===== src/rtl/mips_pkg.sv =====
// Shared definitions for the multicycle MIPS controller: state set, opcode/funct
// constants and datapath mux encodings.
package mips_pkg;

    typedef enum logic [3:0] {
        IDLE, FETCH, DECODE, MEMADR, MEMRD, MEMWB, MEMWR,
        EXEC, RWB, BEQ, JUMP, JAL, JR, FAULT
    } state_t;

    localparam logic [5:0] OP_RTYPE = 6'b000000;
    localparam logic [5:0] OP_LW    = 6'b100011;
    localparam logic [5:0] OP_SW    = 6'b101011;
    localparam logic [5:0] OP_BEQ   = 6'b000100;
    localparam logic [5:0] OP_J     = 6'b000010;
    localparam logic [5:0] OP_JAL   = 6'b000011;
    localparam logic [5:0] FN_JR    = 6'b001000;

    localparam logic [1:0] PCSRC_ALU    = 2'b00;
    localparam logic [1:0] PCSRC_ALUOUT = 2'b01;
    localparam logic [1:0] PCSRC_JUMP   = 2'b10;
    localparam logic [1:0] PCSRC_RS     = 2'b11;

    localparam logic [1:0] ALUB_B       = 2'b00;
    localparam logic [1:0] ALUB_FOUR    = 2'b01;
    localparam logic [1:0] ALUB_SEXT    = 2'b10;
    localparam logic [1:0] ALUB_SEXT_SH = 2'b11;

    localparam logic [1:0] ALUOP_ADD    = 2'b00;
    localparam logic [1:0] ALUOP_SUB    = 2'b01;
    localparam logic [1:0] ALUOP_FUNCT  = 2'b10;

    localparam logic [1:0] REGDST_RT    = 2'b00;
    localparam logic [1:0] REGDST_RD    = 2'b01;
    localparam logic [1:0] REGDST_R31   = 2'b10;

    localparam logic [1:0] M2R_ALUOUT   = 2'b00;
    localparam logic [1:0] M2R_MDR      = 2'b01;
    localparam logic [1:0] M2R_PC       = 2'b10;

    function automatic logic is_mem_op(input logic [5:0] op);
        return (op == OP_LW) || (op == OP_SW);
    endfunction

endpackage


===== src/rtl/mips_mem_timer.sv =====
// Memory-wait watchdog: counts consecutive stalled cycles and flags the last
// tolerated one so the controller can move to FAULT on that edge.
module mips_mem_timer #(
    parameter int MEM_TO_W   = 8,
    parameter int MEM_TO_MAX = 200
) (
    input  logic clk,
    input  logic rst_n,
    input  logic stall,
    input  logic clr,
    output logic expired
);

    localparam logic [MEM_TO_W-1:0] LAST = MEM_TO_W'(MEM_TO_MAX - 1);

    logic [MEM_TO_W-1:0] count;

    always_ff @(posedge clk or negedge rst_n) begin
        if (!rst_n)
            count <= '0;
        else if (clr || !stall)
            count <= '0;
        else
            count <= count + MEM_TO_W'(1);
    end

    assign expired = stall && (count == LAST);

endmodule


===== src/rtl/mips_mc_ctrl.sv =====
// Multicycle MIPS control FSM with memory-wait watchdog and retired counter.
// Build option MIPS_MC_JAL_EN enables the jal instruction (otherwise illegal).
module mips_mc_ctrl
    import mips_pkg::*;
#(
    parameter int MEM_TO_W   = 8,
    parameter int MEM_TO_MAX = 200,
    parameter int CNT_W      = 32
) (
    input  logic             clk,
    input  logic             rst_n,
    input  logic [5:0]       opcode,
    input  logic [5:0]       funct,
    input  logic             zero,
    input  logic             mem_ready,
    output logic             mem_req,
    output logic             mem_we,
    output logic             iord,
    output logic             ir_write,
    output logic             pc_write,
    output logic             pc_write_cond,
    output logic [1:0]       pc_src,
    output logic             alu_src_a,
    output logic [1:0]       alu_src_b,
    output logic [1:0]       alu_op,
    output logic [1:0]       reg_dst,
    output logic [1:0]       mem_to_reg,
    output logic             reg_write,
    output logic             illegal,
    output logic             fault,
    output logic [CNT_W-1:0] retired
);

    state_t state, state_fsm, state_nx;
    logic   stall, expired, retire;
    logic   unused_zero;

    // The branch decision is taken in the datapath via pc_write_cond.
    assign unused_zero = zero;

    always_ff @(posedge clk or negedge rst_n) begin
        if (!rst_n)
            state <= IDLE;
        else
            state <= state_nx;
    end

    always_ff @(posedge clk or negedge rst_n) begin
        if (!rst_n)
            retired <= '0;
        else if (retire)
            retired <= retired + CNT_W'(1);
    end

    assign stall    = mem_req && !mem_ready;
    assign state_nx = expired ? FAULT : state_fsm;

    mips_mem_timer #(
        .MEM_TO_W   (MEM_TO_W),
        .MEM_TO_MAX (MEM_TO_MAX)
    ) u_timer (
        .clk     (clk),
        .rst_n   (rst_n),
        .stall   (stall),
        .clr     (state_nx != state),
        .expired (expired)
    );

    always_comb begin
        state_fsm     = state;
        retire        = 1'b0;
        mem_req       = 1'b0;
        mem_we        = 1'b0;
        iord          = 1'b0;
        ir_write      = 1'b0;
        pc_write      = 1'b0;
        pc_write_cond = 1'b0;
        pc_src        = PCSRC_ALU;
        alu_src_a     = 1'b0;
        alu_src_b     = ALUB_B;
        alu_op        = ALUOP_ADD;
        reg_dst       = REGDST_RT;
        mem_to_reg    = M2R_ALUOUT;
        reg_write     = 1'b0;
        illegal       = 1'b0;
        fault         = 1'b0;

        case (state)
            IDLE: state_fsm = FETCH;
            FETCH: begin
                mem_req   = 1'b1;
                alu_src_b = ALUB_FOUR;
                if (mem_ready) begin
                    ir_write  = 1'b1;
                    pc_write  = 1'b1;
                    state_fsm = DECODE;
                end
            end
            DECODE: begin
                alu_src_b = ALUB_SEXT_SH;
                if (is_mem_op(opcode))
                    state_fsm = MEMADR;
                else if (opcode == OP_RTYPE)
                    state_fsm = (funct == FN_JR) ? JR : EXEC;
                else if (opcode == OP_BEQ)
                    state_fsm = BEQ;
                else if (opcode == OP_J)
                    state_fsm = JUMP;
`ifdef MIPS_MC_JAL_EN
                else if (opcode == OP_JAL)
                    state_fsm = JAL;
`endif
                else begin
                    illegal   = 1'b1;
                    state_fsm = FETCH;
                end
            end
            MEMADR: begin
                alu_src_a = 1'b1;
                alu_src_b = ALUB_SEXT;
                state_fsm = (opcode == OP_LW) ? MEMRD : MEMWR;
            end
            MEMRD: begin
                mem_req = 1'b1;
                iord    = 1'b1;
                if (mem_ready)
                    state_fsm = MEMWB;
            end
            MEMWB: begin
                reg_write  = 1'b1;
                reg_dst    = REGDST_RT;
                mem_to_reg = M2R_MDR;
                retire     = 1'b1;
                state_fsm  = FETCH;
            end
            MEMWR: begin
                mem_req = 1'b1;
                mem_we  = 1'b1;
                iord    = 1'b1;
                if (mem_ready) begin
                    retire    = 1'b1;
                    state_fsm = FETCH;
                end
            end
            EXEC: begin
                alu_src_a = 1'b1;
                alu_src_b = ALUB_B;
                alu_op    = ALUOP_FUNCT;
                state_fsm = RWB;
            end
            RWB: begin
                reg_write  = 1'b1;
                reg_dst    = REGDST_RD;
                mem_to_reg = M2R_ALUOUT;
                retire     = 1'b1;
                state_fsm  = FETCH;
            end
            BEQ: begin
                alu_src_a     = 1'b1;
                alu_src_b     = ALUB_B;
                alu_op        = ALUOP_SUB;
                pc_write_cond = 1'b1;
                pc_src        = PCSRC_ALUOUT;
                retire        = 1'b1;
                state_fsm     = FETCH;
            end
            JUMP: begin
                pc_write  = 1'b1;
                pc_src    = PCSRC_JUMP;
                retire    = 1'b1;
                state_fsm = FETCH;
            end
            JAL: begin
`ifdef MIPS_MC_JAL_EN
                reg_write  = 1'b1;
                reg_dst    = REGDST_R31;
                mem_to_reg = M2R_PC;
                pc_write   = 1'b1;
                pc_src     = PCSRC_JUMP;
                retire     = 1'b1;
`endif
                state_fsm  = FETCH;
            end
            JR: begin
                pc_write  = 1'b1;
                pc_src    = PCSRC_RS;
                retire    = 1'b1;
                state_fsm = FETCH;
            end
            FAULT: fault = 1'b1;
            default: state_fsm = IDLE;
        endcase
    end

endmodule


===== config.mk =====
export PLATFORM = sky130hd
export DESIGN_NAME = mips_mc_ctrl
export DESIGN_NICKNAME = d
export VERILOG_FILES = /design/src/rtl/mips_pkg.sv /design/src/rtl/mips_mem_timer.sv /design/src/rtl/mips_mc_ctrl.sv
export SDC_FILE = /design/constraint.sdc
export NUM_CORES = 1
export LEC_CHECK = 0
export BUFFER_PORTS_ARGS = -buffer_cell sky130_fd_sc_hd__clkbuf_2
export CORE_ASPECT_RATIO = 0.5
export CORE_MARGIN = 5
export CORE_UTILIZATION = 55
export CTS_CLUSTER_DIAMETER = 40
export DETAILED_ROUTE_END_ITERATION = 8
export PLACE_DENSITY = 0.92
export SYNTH_ARGS = -nofsm -noshare
export SYNTH_HDL_FRONTEND = slang
export SYNTH_SLANG_ARGS = --single-unit

===== constraint.sdc =====
create_clock -name clk -period 4.75 [get_ports clk]
set_clock_uncertainty 0.15 [all_clocks]
set_input_delay 0.2375 -clock clk [delete_from_list [all_inputs] [get_ports clk]]
set_output_delay 0.2375 -clock clk [all_outputs]
set_load 0.02 [all_outputs]

==> summary.txt, run 1 <==
status - finished, violations left
failing checks - hold timing
element type at the critical path end - register
hold buffer count at CTS - 0
GPL Wtd Cong - 0.8518
Synth Area per Inst - 9.681 um^2
largest family of logic cells by synthesized area - simple AND/OR/NAND/NOR gates
Rel. slew slack - 0.3155
cell with the most instances after synthesis - dfrtp_1
vias in the first global route - 2030
die area - 6010 um^2
clock power share - 0.191
Async S/R FF share, synth - 1.000
htree depth - 2
Pleak - 1.469 nW
grt total ovfl - 0
Max-Cap Viols - 0
first-pass GRT wire length - 9570 um
CTS tree - built
DRC - 0
DRT Pass-1 Iters - 4
core area - 4360 um^2
required time worst endpoint - 4820 ps
initial antenna violation count - 0
CTS Buf Count - 5
crit-path max FO - 19
Synth top area share - 0.4460
WP data arrival - 2740 ps
EDFF count, synth - 0
final design utilization - 0.6640
initial core utilization - 0.5661
Seq/Total Area, Yosys - 0.4460
Synth Area in XOR/XNOR - 0.1384
Synth Instances - 255
Final ANT Viol Nets - 0
via/cell ratio - 5.467
Die Ht - 57.38 um
clk buf depth - 2
PwrDens - 416.2 nW/um^2
Post-DP HPWL - 4121 um
Final Cycle Share - 0.5633
wl on met1 - 2325 um
Psw - 482.3 uW
Finish-stage setup viols - 0
Pint - 722.8 uW
Synth Area in Simple Gates - 0.2843
Sum Neg Setup Slack - 0 ps
peak supply drop - 0.0001656 V
adder-cell area share of the yosys netlist - 0.01014
wire length on met3 - 359 um
Top Layer Used - met4
GRT Overall Usage - 0.1879
clk_lat worst skew - 280 ps
mux cell area share after synthesis - 0.008616
Synth Cell Area - 2469 um^2
Hold Path Class - primary input to async pin
Synth Register Bits - 44
CTS resizes - 0
post-synth cell types - 48
clk slew on worst S/H paths - 70 ps
Root Driver - clkbuf_8
post-synthesis compound-gate area fraction - 0.07957
pin count of the biggest net entering global routing - 45
via count - 2050
Worst Max-Slew Pin Slew - 1027 ps
Crit Path Class - register to register
ranking of synthesized cells by area - dfrtp_1 45%, xnor2_1 7.5%, xor2_1 6.4%, nor2_1 4.7%, nand2_1 3.2%
Worst Setup Start Kind - register
Post-CTS Setup Bufs - 0
ys flop type - dfrtp_1
Fmax - 373.7 MHz
combinational power share - 0.389
min Tclk post-route - 2676 ps
row count - 17
Max Transition Viols Final - 0
layout cells sized above 1 - 0.2547
Initial DRC Count - 147
yosys warns - 0
Nets - 335
switching part of the total power - 0.4003
CTS Sinks - 44
RSZ-0062 raised after global routing - no
Post-synth top cells - 44 x dfrtp_1, 31 x nor2_1, 21 x nand2_1, 21 x xnor2_1, 18 x xor2_1
Chip Width - 104.7 um
Yosys top cell by area - dfrtp_1
routed wire length - 5395 um
IO Pins - 68
final hold vios - 44
routed len/inst - 14.39 um
worst hold margin - -27.73 ps
area grow syn2layout - 17.28%
IO buf count - 64
Antenna diodes - 0
sequential share of power - 0.420
met2 WL post-DR - 2651 um
critical path, cell delays in order, from the launching register on:
cell       delay, ps
dfrtp_1          690
or4b_4           550
a2111oi_4        460
o31ai_2          160
a2111oi_4        410
and2_1           190
metal layers:
metal | up-vias | track usage
li1 | 989 | -
met1 | 980 | 0.2511
met2 | 73 | 0.3211
met3 | 8 | 0.03842
met4 | 0 | 0.04007
met5 | - | 0
per-stage QoR:
stage	worst slack (ps)	power [mW]	instances	cell area, um^2
CTS	2079	1.212	375	2895
finish	2074	1.205	375	2895
global placement	2165	0.9541	367	2805
global route	1782	1.287	375	2895
floorplan	2461	0.8541	256	2472
detailed placement	2097	0.9815	367	2805
cell usage in the layout (no fill, tap or decap), drive strengths merged, types with 6 or more instances in the layout:
cell type | synthesis | final
and2 | 6 | 6
clkbuf | 4 | 72
xor2 | 18 | 18
a21oi | 7 | 7
nand2 | 21 | 21
nand2b | 9 | 9
nor2 | 31 | 31
nor3 | 6 | 6
dfrtp | 44 | 44
nand3 | 13 | 13
and3 | 10 | 10
xnor2 | 21 | 21
power by group through the flow:
stage	Combinational [mW]	Clock (mW)	Sequential (mW)
finish	0.469	0.230	0.506
global route	0.515	0.255	0.517
CTS	0.471	0.238	0.504
detailed placement	0.471	0	0.511
global placement	0.450	0	0.505
floorplan	0.374	0	0.480
registers in the layout, indices dropped and copies added, names as in the netlist:
signal / flops
retired: 32
state: 4
u_timer.count: 8
path summary, 6_finish.rpt:
check                                    to  depth (start not counted)  slack [ps]             start
setup reg to reg           u_timer.count[3]                          5        2070          state[0]
max in group asynchronous  u_timer.count[6]                          1        3850             rst_n
setup / recovery           u_timer.count[3]                          5        2070          state[0]
hold / removal                   retired[7]                          1         -30             rst_n
min in group clk                   state[1]                          3         240         mem_ready
hold reg to reg            u_timer.count[0]                          1         310  u_timer.count[0]
cell families (layout without fill, tap and decap cells):
logic type,after synthesis,after routing
other,1,2
xor gates and xnor gates,39,39
DFF,44,44
buffers and inverters,15,77
AOI/OAI and AO/OA,22,22
muxes,2,2
and+or+nand+nor,130,130
adders and majority gates,2,2
final cells by class:
type / instances / area [um^2]
Clock buffer: 8 / 90.09
Sequential cell: 44 / 1101
Multi-Input combinational cell: 197 / 1294
Fill cell: 338 / 1465
Timing Repair Buffer: 64 / 320.3
Tap cell: 57 / 71.32
Inverter: 5 / 18.77
Power figures use the tool's default switching activity.
==> run 2: changes to the inputs <==
--- a/config.mk
+++ b/config.mk
@@ -8,10 +8,10 @@
 export BUFFER_PORTS_ARGS = -buffer_cell sky130_fd_sc_hd__clkbuf_2
 export CORE_ASPECT_RATIO = 0.5
 export CORE_MARGIN = 5
-export CORE_UTILIZATION = 55
+export CORE_UTILIZATION = 52
 export CTS_CLUSTER_DIAMETER = 40
 export DETAILED_ROUTE_END_ITERATION = 8
-export PLACE_DENSITY = 0.92
+export PLACE_DENSITY = 0.88
 export SYNTH_ARGS = -nofsm -noshare
 export SYNTH_HDL_FRONTEND = slang
 export SYNTH_SLANG_ARGS = --single-unit
==> constraint.sdc (replaced) <==
create_clock -name clk -period 2.8 [get_ports clk]
set_clock_uncertainty 0.15 [all_clocks]
set_input_delay 0.14 -clock clk [delete_from_list [all_inputs] [get_ports clk]]
set_output_delay 0.14 -clock clk [all_outputs]
set_load 0.02 [all_outputs]
==> run 2 against run 1 <==
  * Maximum frequency increased by 7.5%
  * Worst hold slack improved by 150 ps
  * The flow now finishes without violations
  * Die area increased by 5.0%
  * Critical path depth increased by 2
  * Final cell count increased by 4.0%
  * Register-to-register slack got worse by 1800 ps
  * Routed wire length increased by 2.8%
  * Combinational power increased by 91%
  * Global-route usage decreased by 0.18 points
  * Sequential power increased by 57%
  * Clock-buffer cell count decreased by 2
==> summary.txt, run 2 (same netlist as run 1, synthesis figures left out) <==
status - finished, final reports clean
most common cell after layout, fill and taps aside - clkbuf_2
clk_lat worst skew - 300 ps (+20 ps)
RSZ-0062 raised after global routing - no
Worst Max-Slew Pin Slew - 1052 ps (+24.98 ps)
Largest Register - retired
Crit Path Class - register to register
met2 Use GR - 0.3182 (-0.002887)
Post-DP HPWL - 4242 um (+2.9%)
via count - 2054 (+0.20%)
via/cell ratio - 5.267 (-3.7%)
min Tclk post-route - 2490 ps (-186.3 ps)
Initial DRC Count - 88 (-40%)
FF/Latch Area - 1101 um^2 (unchanged)
final hold vios - 0 (-100%)
PwrDens - 710.0 nW/um^2 (+71%)
DRT Pass-1 Iters - 4 (unchanged)
Antenna diodes - 0 (unchanged)
DRC - 0 (unchanged)
vias in the first global route - 2000 (-1.5%)
Root Driver - clkbuf_8
Chip Width - 107.4 um (+2.6%)
setup slack at placement - 332.3 ps (-1764 ps)
die area - 6309 um^2 (+5.0%)
Max-Cap Viols - 0 (unchanged)
Hold Path Class - primary input to register
GPL Wtd Cong - 0.7941 (-6.8%)
met1 GRT Util - 0.2297 (-0.02142)
clk buf depth - 2 (unchanged)
Rel. slew slack - 0.2989 (-0.01665)
WP data arrival - 2530 ps (-210 ps)
busiest grt layer - met2
combinational power share - 0.427 (+0.038)
# fillers - 371 (+9.8%)
Worst Setup Start Kind - register
sequential share of power - 0.379 (-0.041)
IO Pins - 68 (unchanged)
pin count of the biggest net entering global routing - 45 (unchanged)
Pint - 1.250 mW (+73%)
Sum Neg Setup Slack - 0 ps (unchanged)
CTS tree - built
number of flip-flops in the largest register - 32 (unchanged)
grt total ovfl - 0 (unchanged)
peak supply drop - 0.0003577 V (+120%)
most frequent cells in the layout - 64 x clkbuf_2, 44 x dfrtp_1, 31 x nor2_1
IO buf count - 64 (unchanged)
Final Cycle Share - 0.8891 (+0.3258)
Max Transition Viols Final - 0 (unchanged)
post-route total power - 2.099 mW (+74%)
Fmax - 401.7 MHz (+7.5%)
routed len/inst - 14.22 um (-1.2%)
layout cells sized above 1 - 0.2716 (+0.01689)
row count - 17 (unchanged)
area grow syn2layout - 19.77%
crit-path max FO - 11 (-8)
Die Ht - 58.72 um (+2.3%)
Nets - 341 (+1.8%)
multi-input logic area - 1294 um^2 (unchanged)
Finish-stage setup viols - 0 (unchanged)
CTS resizes - 0 (unchanged)
initial antenna violation count - 0 (unchanged)
worst hold margin - 119.9 ps (+147.6 ps)
element type at the critical path end - register
GR Util met3 - 0.04491 (+0.006489)
core area - 4488 um^2 (+2.9%)
routed wire length - 5545 um (+2.8%)
switching part of the total power - 0.4047 (+0.004412)
PnR worst setup slack - 310.5 ps (-1764 ps)
largest registers - retired: 32 flops, u_timer.count: 8 flops, state: 4 flops
Final ANT Viol Nets - 0 (unchanged)
clk slew on worst S/H paths - 80 ps (about the same)
Pleak - 1.503 nW (+2.3%)
CTS Buf Count - 5 (unchanged)
first-pass GRT wire length - 9287 um (-3.0%)
clock power share - 0.194 (+0.003)
Psw - 849.5 uW (+76%)
CTS Sinks - 44 (unchanged)
initial core utilization - 0.5500 (-0.01610)
htree depth - 2 (unchanged)
GRT Overall Usage - 0.1861 (-0.001838)
required time worst endpoint - 2840 ps (-1980 ps)
## run 2: power groups by stage
| stage | logic, mW | clock network [mW] | registers (mW) |
|---|---|---|---|
| 2_1_floorplan | 0.635 | 0 | 0.814 |
| 3_3_place_gp | 0.857 | 0 | 0.797 |
| 3_5_place_dp | 0.891 | 0 | 0.805 |
| 4_1_cts | 0.895 | 0.421 | 0.795 |
| 5_1_grt | 0.966 | 0.449 | 0.811 |
| 6_report | 0.896 | 0.408 | 0.796 |
## run 2: routing by layer
metal | routed length [um] | up-vias
met5 | 0 | -
met4 | 96 | 0
met3 | 366 | 11
met2 | 2634 | 75
met1 | 2448 | 955
li1 | - | 1013
## run 2: final cells by class
type | instances | area share
inverter | 5 | 0.006348
clock buffer | 6 | 0.02793
multi-input combinational | 197 | 0.4376
tap | 66 | 0.02793
timing repair buffer | 70 | 0.1244
clock inverter | 2 | 0.003386
sequential | 44 | 0.3724
## run 2: critical path, stage by stage (launching register included)
cell	delay, ps
dfrtp_1	460
buf_4	210
nand2b_1	230
a21oi_1	340
o21ai_0	170
nor2b_1	470
nand4_1	180
xnor2_1	160
## run 2: final timing paths
kind	startpoint	to	slack, ps	cells past startpoint
setup / recovery	state[1]	retired[26]	310	7
hold reg to reg	u_timer.count[0]	u_timer.count[0]	330	1
setup reg to reg	state[1]	retired[26]	310	7
min in group asynchronous	rst_n	retired[8]	410	2
max in group asynchronous	rst_n	u_timer.count[4]	1450	2
hold / removal	opcode[4]	state[3]	120	4
## run 2: through the flow
| step | cells | utilization | instance area (um^2) |
|---|---|---|---|
| global route | 390 | 0.6588 | 2957 |
| floorplan | 256 | - | 2472 |
| CTS | 390 | 0.6588 | 2957 |
| detailed placement | 381 | 0.6359 | 2854 |
| global placement | 381 | 0.6359 | 2854 |
| finish | 390 | 0.6588 | 2957 |
## run 2: what timing repair did
item,4_1_cts,5_1_grt
setup buffers,0,0
hold buffers,1,0
endpoints found under the setup margin,0,0
hold endpoints to repair,44,0
==> run 3: changes to the inputs <==
--- a/config.mk
+++ b/config.mk
@@ -7,11 +7,11 @@
 export LEC_CHECK = 0
 export BUFFER_PORTS_ARGS = -buffer_cell sky130_fd_sc_hd__clkbuf_2
 export CORE_ASPECT_RATIO = 0.5
-export CORE_MARGIN = 5
 export CORE_UTILIZATION = 52
 export CTS_CLUSTER_DIAMETER = 40
 export DETAILED_ROUTE_END_ITERATION = 8
 export PLACE_DENSITY = 0.88
+export RECOVER_POWER = 50
 export SYNTH_ARGS = -nofsm -noshare
 export SYNTH_HDL_FRONTEND = slang
 export SYNTH_SLANG_ARGS = --single-unit
==> run 3 against run 2 <==
  * Clock power grew 14%
  * Global-route usage grew 3.4 points
  * Routed wire length shrank 7.2%
  * Die area shrank 20%
  * Sequential power is essentially flat
  * Final area shrank 0.85%
  * Critical path depth is the same
  * Combinational power shrank 2%
  * Register-to-register slack lost 40 ps
==> summary.txt, run 3 (same netlist as run 1, synthesis figures left out) <==
met2 Use GR - 0.3924 (+0.07414)
layout cells sized above 1 - 0.1698 (-0.1019)
required time worst endpoint - 2870 ps (+30 ps)
Sum Neg Setup Slack - 0 ps (unchanged)
row count - 17 (unchanged)
grt total ovfl - 0 (unchanged)
Hold Path End - state[1]
clk slew on worst S/H paths - 80 ps (about the same)
Hold Crit Start - mem_ready
GRT Overall Usage - 0.2199 (+0.03380)
placed insts - 381 (unchanged)
initial antenna violation count - 0 (unchanged)
setup slack at placement - 333.6 ps (+1.329 ps)
RSZ-0062 raised after global routing - no
Max-Cap Viols - 0 (unchanged)
DRC - 0 (unchanged)
reg-to-reg slack, setup - 270 ps (-40 ps)
Nets - 341 (unchanged)
Cells on Worst Hold Path - 3 (-1)
GR Util met3 - 0.03760 (-0.007302)
CTS tree - built
Initial DRC Count - 64 (-27%)
Die Ht - 50.72 um (-14%)
Max Transition Viols Final - 0 (unchanged)
post-route total power - 2.140 mW (+1.9%)
Final Non-Filler Cells - 390 (unchanged)
clk_lat worst skew - 290 ps (about the same)
DRT Pass-1 Iters - 7 (+3)
worst hold margin - 135.0 ps (+15.09 ps)
crit-path max FO - 11 (unchanged)
busiest grt layer - met2
pin count of the biggest net entering global routing - 45 (unchanged)
Root Driver - clkbuf_8
htree depth - 2 (unchanged)
routed len/inst - 13.20 um (-7.2%)
Pleak - 1.399 nW (-6.9%)
GPL Wtd Cong - 0.9066 (+14%)
Rel. slew slack - 0.2933 (-0.005554)
Largest Register - retired
most frequent cells in the layout - 44 x dfrtp_1, 33 x clkbuf_1, 32 x clkbuf_2
IO Pins - 68 (unchanged)
initial core utilization - 0.5500 (unchanged)
area grow syn2layout - 18.75%
Finish-stage setup viols - 0 (unchanged)
via/cell ratio - 5.349 (+1.6%)
Chip Width - 99.44 um (-7.4%)
Final ANT Viol Nets - 0 (unchanged)
routed wire length - 5147 um (-7.2%)
PwrDens - 729.9 nW/um^2 (+2.8%)
Worst Setup Start Kind - register
CTS Sinks - 44 (unchanged)
Worst Max-Slew Pin Slew - 1060 ps (+8.332 ps)
Hold Path Class - primary input to register
Crit Path Class - register to register
R2R Path Start - state[1]
largest registers - retired: 32 flops, u_timer.count: 8 flops, state: 4 flops
Fmax - 396.0 MHz (-1.4%)
clk buf depth - 2 (unchanged)
CTS Buf Count - 5 (unchanged)
number of cells on the worst reg-to-reg path - 7 (unchanged)
element type at the critical path end - register
most common cell after layout, fill and taps aside - dfrtp_1
min Tclk post-route - 2525 ps (+35.85 ps)
number of flip-flops in the largest register - 32 (unchanged)
FF-to-FF End - retired[31]
met1 GRT Util - 0.2778 (+0.04812)
first-pass GRT wire length - 8721 um (-6.1%)
via count - 2086 (+1.6%)
IO buf count - 64 (unchanged)
final design utilization - 0.6532 (-0.005576)
peak supply drop - 0.0003350 V (-6.3%)
WP data arrival - 2600 ps (+70 ps)
final hold vios - 0 (unchanged)
Post-DP HPWL - 3877 um (-8.6%)
cell area after layout - 2932 um^2 (-0.85%)
core area - 4488 um^2 (unchanged)
status - finished, final reports clean
die area - 5044 um^2 (-20%)
post-place instance area - 2854 um^2 (unchanged)
Final Cycle Share - 0.9019 (+0.01281)
PnR worst setup slack - 274.6 ps (-35.86 ps)
Antenna diodes - 0 (unchanged)
vias in the first global route - 1958 (-2.1%)
-- run 3: cell types whose count changed in the layout (fill, tap and decap cells not counted) --
| cell | change |
|---|---|
| bufinv_16 | +1 |
| clkbuf_1 | +33 |
| clkbuf_8 | -1 |
| clkinv_2 | -1 |
| clkbuf_2 | -32 |
-- run 3: where the power goes --
group / internal (mW) / switching, mW / total (mW)
Sequential: 0.701 / 0.0942 / 0.795
Combinational: 0.344 / 0.535 / 0.878
Clock: 0.265 / 0.201 / 0.466
-- run 3: critical path, stage by stage (launching register included) --
cell      delay, ps
dfrtp_1         450
buf_4           210
nand2b_1        230
a21oi_1         360
or2_2           270
nand3_1         280
nor4_1          340
xor2_1          170
-- run 3: area by class of cell --
type / count / area, um^2
multi-input combinational: 197 / 1294
tap: 66 / 82.58
timing repair buffer: 70 / 327.8
sequential: 44 / 1101
inverter: 5 / 18.77
clock buffer: 6 / 72.57
clock inverter: 2 / 35.03
fill: 393 / 1556
-- run 3: worst max path at each step --
stage / start / end / slack (ps)
2_1_floorplan: state[2] / u_timer.count[0] / 510
3_3_place_gp: state[2] / u_timer.count[0] / 400
3_5_place_dp: state[1] / retired[31] / 330
4_1_cts: state[1] / retired[31] / 300
5_1_grt: state[1] / retired[31] / 80
6_report: state[1] / retired[31] / 270
-- run 3: repair_timing --
item | 4_1_cts | 5_1_grt
resized for setup | 0 | 0
hold buffers | 1 | 0
buffers inserted | 0 | 0
endpoints found under the hold margin | 44 | 0
-- run 3: layer usage --
metal	up-vias	part of all wire
met1	1001	0.47
li1	1002	-
met2	70	0.47
met4	0	0.018
met3	13	0.039
met5	-	0
